<file path="src/rtl/pc_fetch_ctrl.sv">
// pc_fetch_ctrl: F-stage PC sequencer with req/ack imem handshake and delay-slot redirect (FETCH_ALIGN_CHK_EN adds exc_adel_F)
module pc_fetch_ctrl #(
  parameter logic [31:0] RESET_PC = 32'h0000_3000
) (
  input  logic        clk,
  input  logic        reset,
  input  logic        stall_D,
  input  logic        valid_D,
  input  logic [2:0]  npc_mode_D,
  input  logic        cmp_res_D,
  input  logic [25:0] imm26_D,
  input  logic [31:0] rs_val_D,
  input  logic [31:0] pc_D,
  output logic        imem_req,
  output logic [31:0] imem_addr,
  input  logic        imem_ack,
  input  logic [31:0] imem_rdata,
  output logic [31:0] pc_F,
  output logic [31:0] instr_F,
  output logic        instr_valid_F,
`ifdef FETCH_ALIGN_CHK_EN
  output logic        exc_adel_F,
`endif
  output logic        fetch_fire
);
  typedef enum logic [1:0] {S_IDLE, S_REQ, S_HOLD} state_t;
  state_t      state_q, state_d;
  logic [31:0] pc_q, pc_d, held_q, held_d, redir_pc_q, redir_pc_d;
  logic        redir_pending_q, redir_pending_d;
  logic [31:0] branch_tgt, jump_tgt, target;
  logic        take, adel;
  assign branch_tgt = pc_D + 32'd4 + {{14{imm26_D[15]}}, imm26_D[15:0], 2'b00};
  assign jump_tgt   = {pc_D[31:28], imm26_D, 2'b00};
  assign target     = npc_mode_D == 3'd1 ? branch_tgt : npc_mode_D == 3'd2 ? jump_tgt : rs_val_D;
  assign take       = valid_D & ~stall_D &
                      ((npc_mode_D == 3'd1 & cmp_res_D) | npc_mode_D == 3'd2 | npc_mode_D == 3'd3);
  assign pc_F       = pc_q;
  assign imem_addr  = pc_q;
`ifdef FETCH_ALIGN_CHK_EN
  assign adel       = state_q != S_IDLE &&
                      (pc_q[1:0] != 2'b00 || pc_q < 32'h0000_3000 || pc_q > 32'h0000_6FFC);
  assign exc_adel_F = adel;
`else
  assign adel       = 1'b0;
`endif
  // handshake FSM: next state, held word and F outputs; a bad address yields a nop without touching memory
  always_comb begin
    state_d       = state_q;
    held_d        = held_q;
    imem_req      = 1'b0;
    instr_valid_F = 1'b0;
    instr_F       = '0;
    case (state_q)
      S_IDLE: state_d = S_REQ;
      S_REQ: begin
        imem_req      = ~adel;
        instr_valid_F = adel | imem_ack;
        instr_F       = adel ? 32'd0 : imem_rdata;
        if (imem_ack & stall_D & ~adel) begin
          state_d = S_HOLD;
          held_d  = imem_rdata;
        end
      end
      S_HOLD: begin
        instr_valid_F = 1'b1;
        instr_F       = held_q;
        state_d       = stall_D ? S_HOLD : S_REQ;
      end
      default: state_d = S_IDLE;
    endcase
    fetch_fire = instr_valid_F & ~stall_D;
  end
  // PC sequencing: a redirect seen before the delay slot leaves F is parked until it does
  always_comb begin
    pc_d            = pc_q;
    redir_pc_d      = take & ~fetch_fire ? target : redir_pc_q;
    redir_pending_d = fetch_fire ? 1'b0 : take | redir_pending_q;
    if (fetch_fire)
      pc_d = take ? target : redir_pending_q ? redir_pc_q : pc_q + 32'd4;
  end
  // state registers
  always_ff @(posedge clk or posedge reset) begin
    if (reset) begin
      state_q         <= S_IDLE;
      pc_q            <= RESET_PC;
      held_q          <= '0;
      redir_pending_q <= 1'b0;
      redir_pc_q      <= '0;
    end else begin
      state_q         <= state_d;
      pc_q            <= pc_d;
      held_q          <= held_d;
      redir_pending_q <= redir_pending_d;
      redir_pc_q      <= redir_pc_d;
    end
  end
endmodule
</file>
<file path="config.mk">
export PLATFORM = sky130hd
export DESIGN_NAME = pc_fetch_ctrl
export DESIGN_NICKNAME = d
export VERILOG_FILES = /design/src/rtl/pc_fetch_ctrl.sv
export SDC_FILE = /design/constraint.sdc
export NUM_CORES = 1
export LEC_CHECK = 0
export CAP_MARGIN = 30
export CELL_PAD_IN_SITES_DETAIL_PLACEMENT = 0
export CELL_PAD_IN_SITES_GLOBAL_PLACEMENT = 2
export CORE_MARGIN = 4
export CORE_UTILIZATION = 26
export CTS_CLUSTER_DIAMETER = 50
export DETAILED_ROUTE_END_ITERATION = 6
export PLACE_DENSITY = 0.76
export SLEW_MARGIN = 20
export SYNTH_ARGS = -nofsm -noshare
export SYNTH_HDL_FRONTEND = slang
export SYNTH_SLANG_ARGS = --single-unit
</file>
<file path="constraint.sdc">
create_clock -name clk -period 3.1 [get_ports clk]
set_clock_uncertainty 0.05 [all_clocks]
set_input_delay 0.62 -clock clk [delete_from_list [all_inputs] [get_ports clk]]
set_output_delay 0.62 -clock clk [all_outputs]
set_load 0.01 [all_outputs]
</file>
### Word-level counts from Yosys, hierarchy flattened

Cells that the tools add are included.
W data, S select, Z words.

* input bits: 131
* output and inout port bits: 99
* word-level logic and storage cells: 38
* flip-flop bits (word level): 99

* $add $sub $neg: 3
* eq/ne operators: 6
* muxes and demuxes: 11
* reductions and logical operators: 2
* bitwise operators: 11

Operator list (number)
* $mux W32: 4
* $add A32 B3 Y32 const B: 2
* $pmux W32 S2: 1
* $add A32 B32 Y32: 1
* $and A1 B1 Y1: 6
* $eq A3 B2 Y1 const B: 2
* $pmux W2 S3: 1
* $mux W2: 2
* $eq A3 B1 Y1 const B: 1
* $or A1 B1 Y1: 3
* $eq A2 B1 Y1 const B: 1
* $eq A2 B2 Y1 const B: 1
* $logic_not A2 Y1: 1
* $mux W1: 2
* $ne A2 B2 Y1 const B: 1
* $not A1 Y1: 2
* $pmux W1 S2: 1
* $reduce_and A2 Y1: 1

### Logic depth before layout (Yosys ltp)

* depth after elaboration: 7
* gate-level depth with buffers: 13
* mapped depth without buffers: 13

### Least setup slack after synthesis

No wires, ideal clock.

* path kind: input-to-reg
* start: input port imm26_D[1]
* end: register redir_pc_q[31]
* data required time: 2.919 ns
* library setup time: 0.131 ns
* path slack: -0.144 ns
* arrival time: 3.062 ns
* path buffers: 0
* cell stages on the path: 11
* cell sequence: ha_1 > ha_1 > fa_1 > a211oi_1 > nor2_1 > a21oi_1 > a21oi_1 > o21ai_0 > o21ai_0 > xnor2_1 > o22ai_1

* longest elaborated chain between the ends: 2

RTL lines
* start: declaration: line 11 `input logic [25:0] imm26_D,`
* $add A32 B32 Y32: line 32 `assign branch_tgt = pc_D + 32'd4 + {{14{imm26_D[15]}}, imm26_D[15:0], 2'b00};`
* $mux W32: line 34 `assign target = npc_mode_D == 3'd1 ? branch_tgt : npc_mode_D == 3'd2 ? jump_tgt : rs_val_D;`
* end signal: assignment: line 94 `redir_pc_q <= redir_pc_d;`
* end: declaration: line 28 `logic [31:0] pc_q, pc_d, held_q, held_d, redir_pc_q, redir_pc_d;`

Every way passes these cells.
A chain may end at the register's enable or synchronous reset.

### Worst setup path after layout

* start: input port imm26_D[14]
* end: register redir_pc_q[27]

The elaborated chain is that of the path after synthesis.

==> out/qor.yml <==
start_util_pct: 26.4
synth_nets: 1189
grt_overflow: 0
min_period_over_period_pct: 98.4
p_leak_nw: 5.24
drv_slew: 0
path_cells: "clkdlybuf4s50_1 > ha_1 > ha_1 > buf_4 > and3_4 > buf_4 > nand3b_1 > a21oi_2 > o21ai_1 > buf_4 > buf_6 > a31oi_1 > a21oi_1 > buf_4 > o31ai_2"
worst_pin_slew_ps: 749
clock_latency_ps: 350
dieHeight_um: 187
clk_pin_slew_ps: 70
clock_path_buffers: 2
detail_route.wl_per_cell_um: 17.4
synth_edf_count: 0
path_max_fanout: 4
core_um2: 31600
cts_sinks: 99
syn_avg_cell_area_um2: 8.36
vias: 8289
io_buffers: 229
rr_worst_depth: 10
r2r-start: "state_q[0]"
synthArstFlopShare_pct: 100
crit_type: "in -> reg"
hpwl_um: 23500
grt_use_total_pct: 16.4
ys_seq_elements: 99
drive_above_1_share_pct: 22.9
fp.dieW_um: 187
drt-initial-drc-count: 443
hp-start: "redir_pc_q[2]"
clock-root-buffer: "clkbuf_16"
dr.pass1.iters: 4
worstSetupStartpoint: "imm26_D[14]"
drtAntennaViolNets: 0
required_ps: 3320
hold_end: "redir_pc_q[2]"
grt_pass1_vias: 8200
grt_max_degree: 48
max_stage_delay_ps: 490
yosys.cell_types.count: 72
row_count: 65
grt_pass1_wl_um: 46800
setup_viol: 0
routed_wl_um: 29700
antenna_found_initial: 2
synth_area_leaders: "dfrtp_1, ha_1, mux2_2"
io_pins: 230
relSlewSlack_pct: 49.9
cts_buffers: 9
holdWs_ps: 429
synth_warnings: 0
endpoint_kind: "flop"
pre_cts_slack_ps: -762
min_period_ps: 3050
hold_depth: 2
ys.flop_type: "dfrtp_1"
yosysTopAreaCell: "dfrtp_1"
status: "finished clean"
start_kind: "input pin"
netlist.area_leader.share_pct: 29.2
maxCapViolCount: 0
r2r_slack_ps: 500
hp-class: "reg -> reg"
synthesis.area_um2: 8320
cts_max_level: 3
arrival_ps: 3270
dieArea_um2: 34900
ir_worst_vdd_mv: 0.276
cpMostUsedCell: "buf_4"
fmax_mhz: 328
cts_tree: "yes"
critPathBufInv: 6
fin_nets: 1494
slowest_stage: "clkdlybuf4s50_1"
via_per_inst: 4.85
worstReg2RegEnd: "redir_pc_q[25]"
ys_seq_area_share_pct: 29.8
synth_cells: 995
drc: 0
gp_congestion: 0.811
path_delay_family: "buffers and inverters"
setup_ws_ps: 50.6
area_growth_pct: 52.9
finalHoldViolCount: 0
cellPowerDensity_nw_per_um2: 661
fillers: 3244
[state kept, by name (all words and copies together) (netlist names)]
signal	count
held_q	32
imem_addr	32
redir_pc_q	32
redir_pending_q	1
state_q	2
[worst min-delay path, cell delays in order (launching register included)]
cell	delay, ps
dfrtp_1	340
nand2_1	40
o21ai_0	60
[layout make-up]
cell class              instances  area (um2)  area share [%]
multi-input cells             788        5810            45.7
repair buffers                381        3540            27.8
flip-flops and latches         99        2480            19.5
well taps                     402         503            3.95
clock buffers                  13         250            1.97
inverters                      21        82.6           0.649
clock inverters                 3        47.5           0.374
diodes                          2        5.00          0.0394
[through the flow]
step	TNS, ps	util, %	instances	power (mW)	instance area [um2]
after global placement	-21890	37.4	1683	7.12	11800
final	0	40.3	1709	8.41	12700
after global routing	-19.3	40.3	1709	9.02	12700
after floorplan	0	-	995	4.99	8330
after CTS	-20.9	39.2	1703	8.41	12400
after detailed placement	-23580	37.4	1683	7.16	11800
[cell usage after synthesis (6+ instances only)]
cell and instances:
mux2_2 40, a211oi_1 9, a22oi_1 45, xnor2_1 18, nand3_1 27, a31oi_1 14, nor2_1 76, o22ai_1 6
xor2_1 16, nand2_1 110, nor2b_1 36, a21oi_1 87, nor3_1 11, o31ai_1 9, clkbuf_1 44, mux2i_1 23
o21ai_0 89, a21o_1 10, inv_1 19, dfrtp_1 97, buf_4 32, ha_1 62
[power breakdown]
group	switching (mW)	internal, mW	total (mW)	leakage [nW]
combinational	2.24	2.59	4.83	3.90
sequential	0.561	1.86	2.42	1.20
clock	0.503	0.653	1.16	0.144
[layer usage]
layer	GRT usage, %	up-vias	wire (um)
met5	0	-	0
met4	4.47	0	557
met3	2.26	31	1250
met2	26.6	219	13600
met1	23.1	3835	14300
li1	-	4204	-
[logic make-up (layout without fill, tap and decap cells)]
kind of cell	Yosys count	after routing	synth area share, %
and+or+nand+nor	305	305	17.8
DFF	99	99	29.8
xor gates and xnor gates	34	34	3.58
buffers and inverters	108	418	6.72
adders and majority gates	63	63	9.57
other	0	2	0
muxes	64	64	8.36
AOI/OAI and AO/OA	322	322	24.2
[worst max-delay path by stage]
stage	end	cells past startpoint
after global routing	imem_addr[18]	12
after CTS	redir_pc_q[27]	15
after global placement	imem_addr[29]	14
final	redir_pc_q[27]	15
after detailed placement	imem_addr[24]	12
after floorplan	imem_addr[23]	11
[cell usage in the layout (no fill, tap or decap), drive strengths merged, types with 23 or more instances in the layout]
master / count
dfrtp: 97
a21oi: 87
nand2: 110
buf: 152
ha: 62
nor2b: 36
clkdlybuf4s50: 212
mux2i: 23
mux2: 41
a22oi: 45
nand3: 30
nor2: 76
o21ai: 91
[timing repair]
| item | 4_1_cts | 5_1_grt |
|---|---|---|
| resized for setup | 52 | 63 |
| hold buffers | 0 | 0 |
| setup buffers | 4 | 4 |
| pin swaps | 18 | 31 |
| endpoints found under the hold margin | 0 | 0 |
| endpoints found under the setup margin | 37 | 54 |
(Power assumes the default switching activity.)
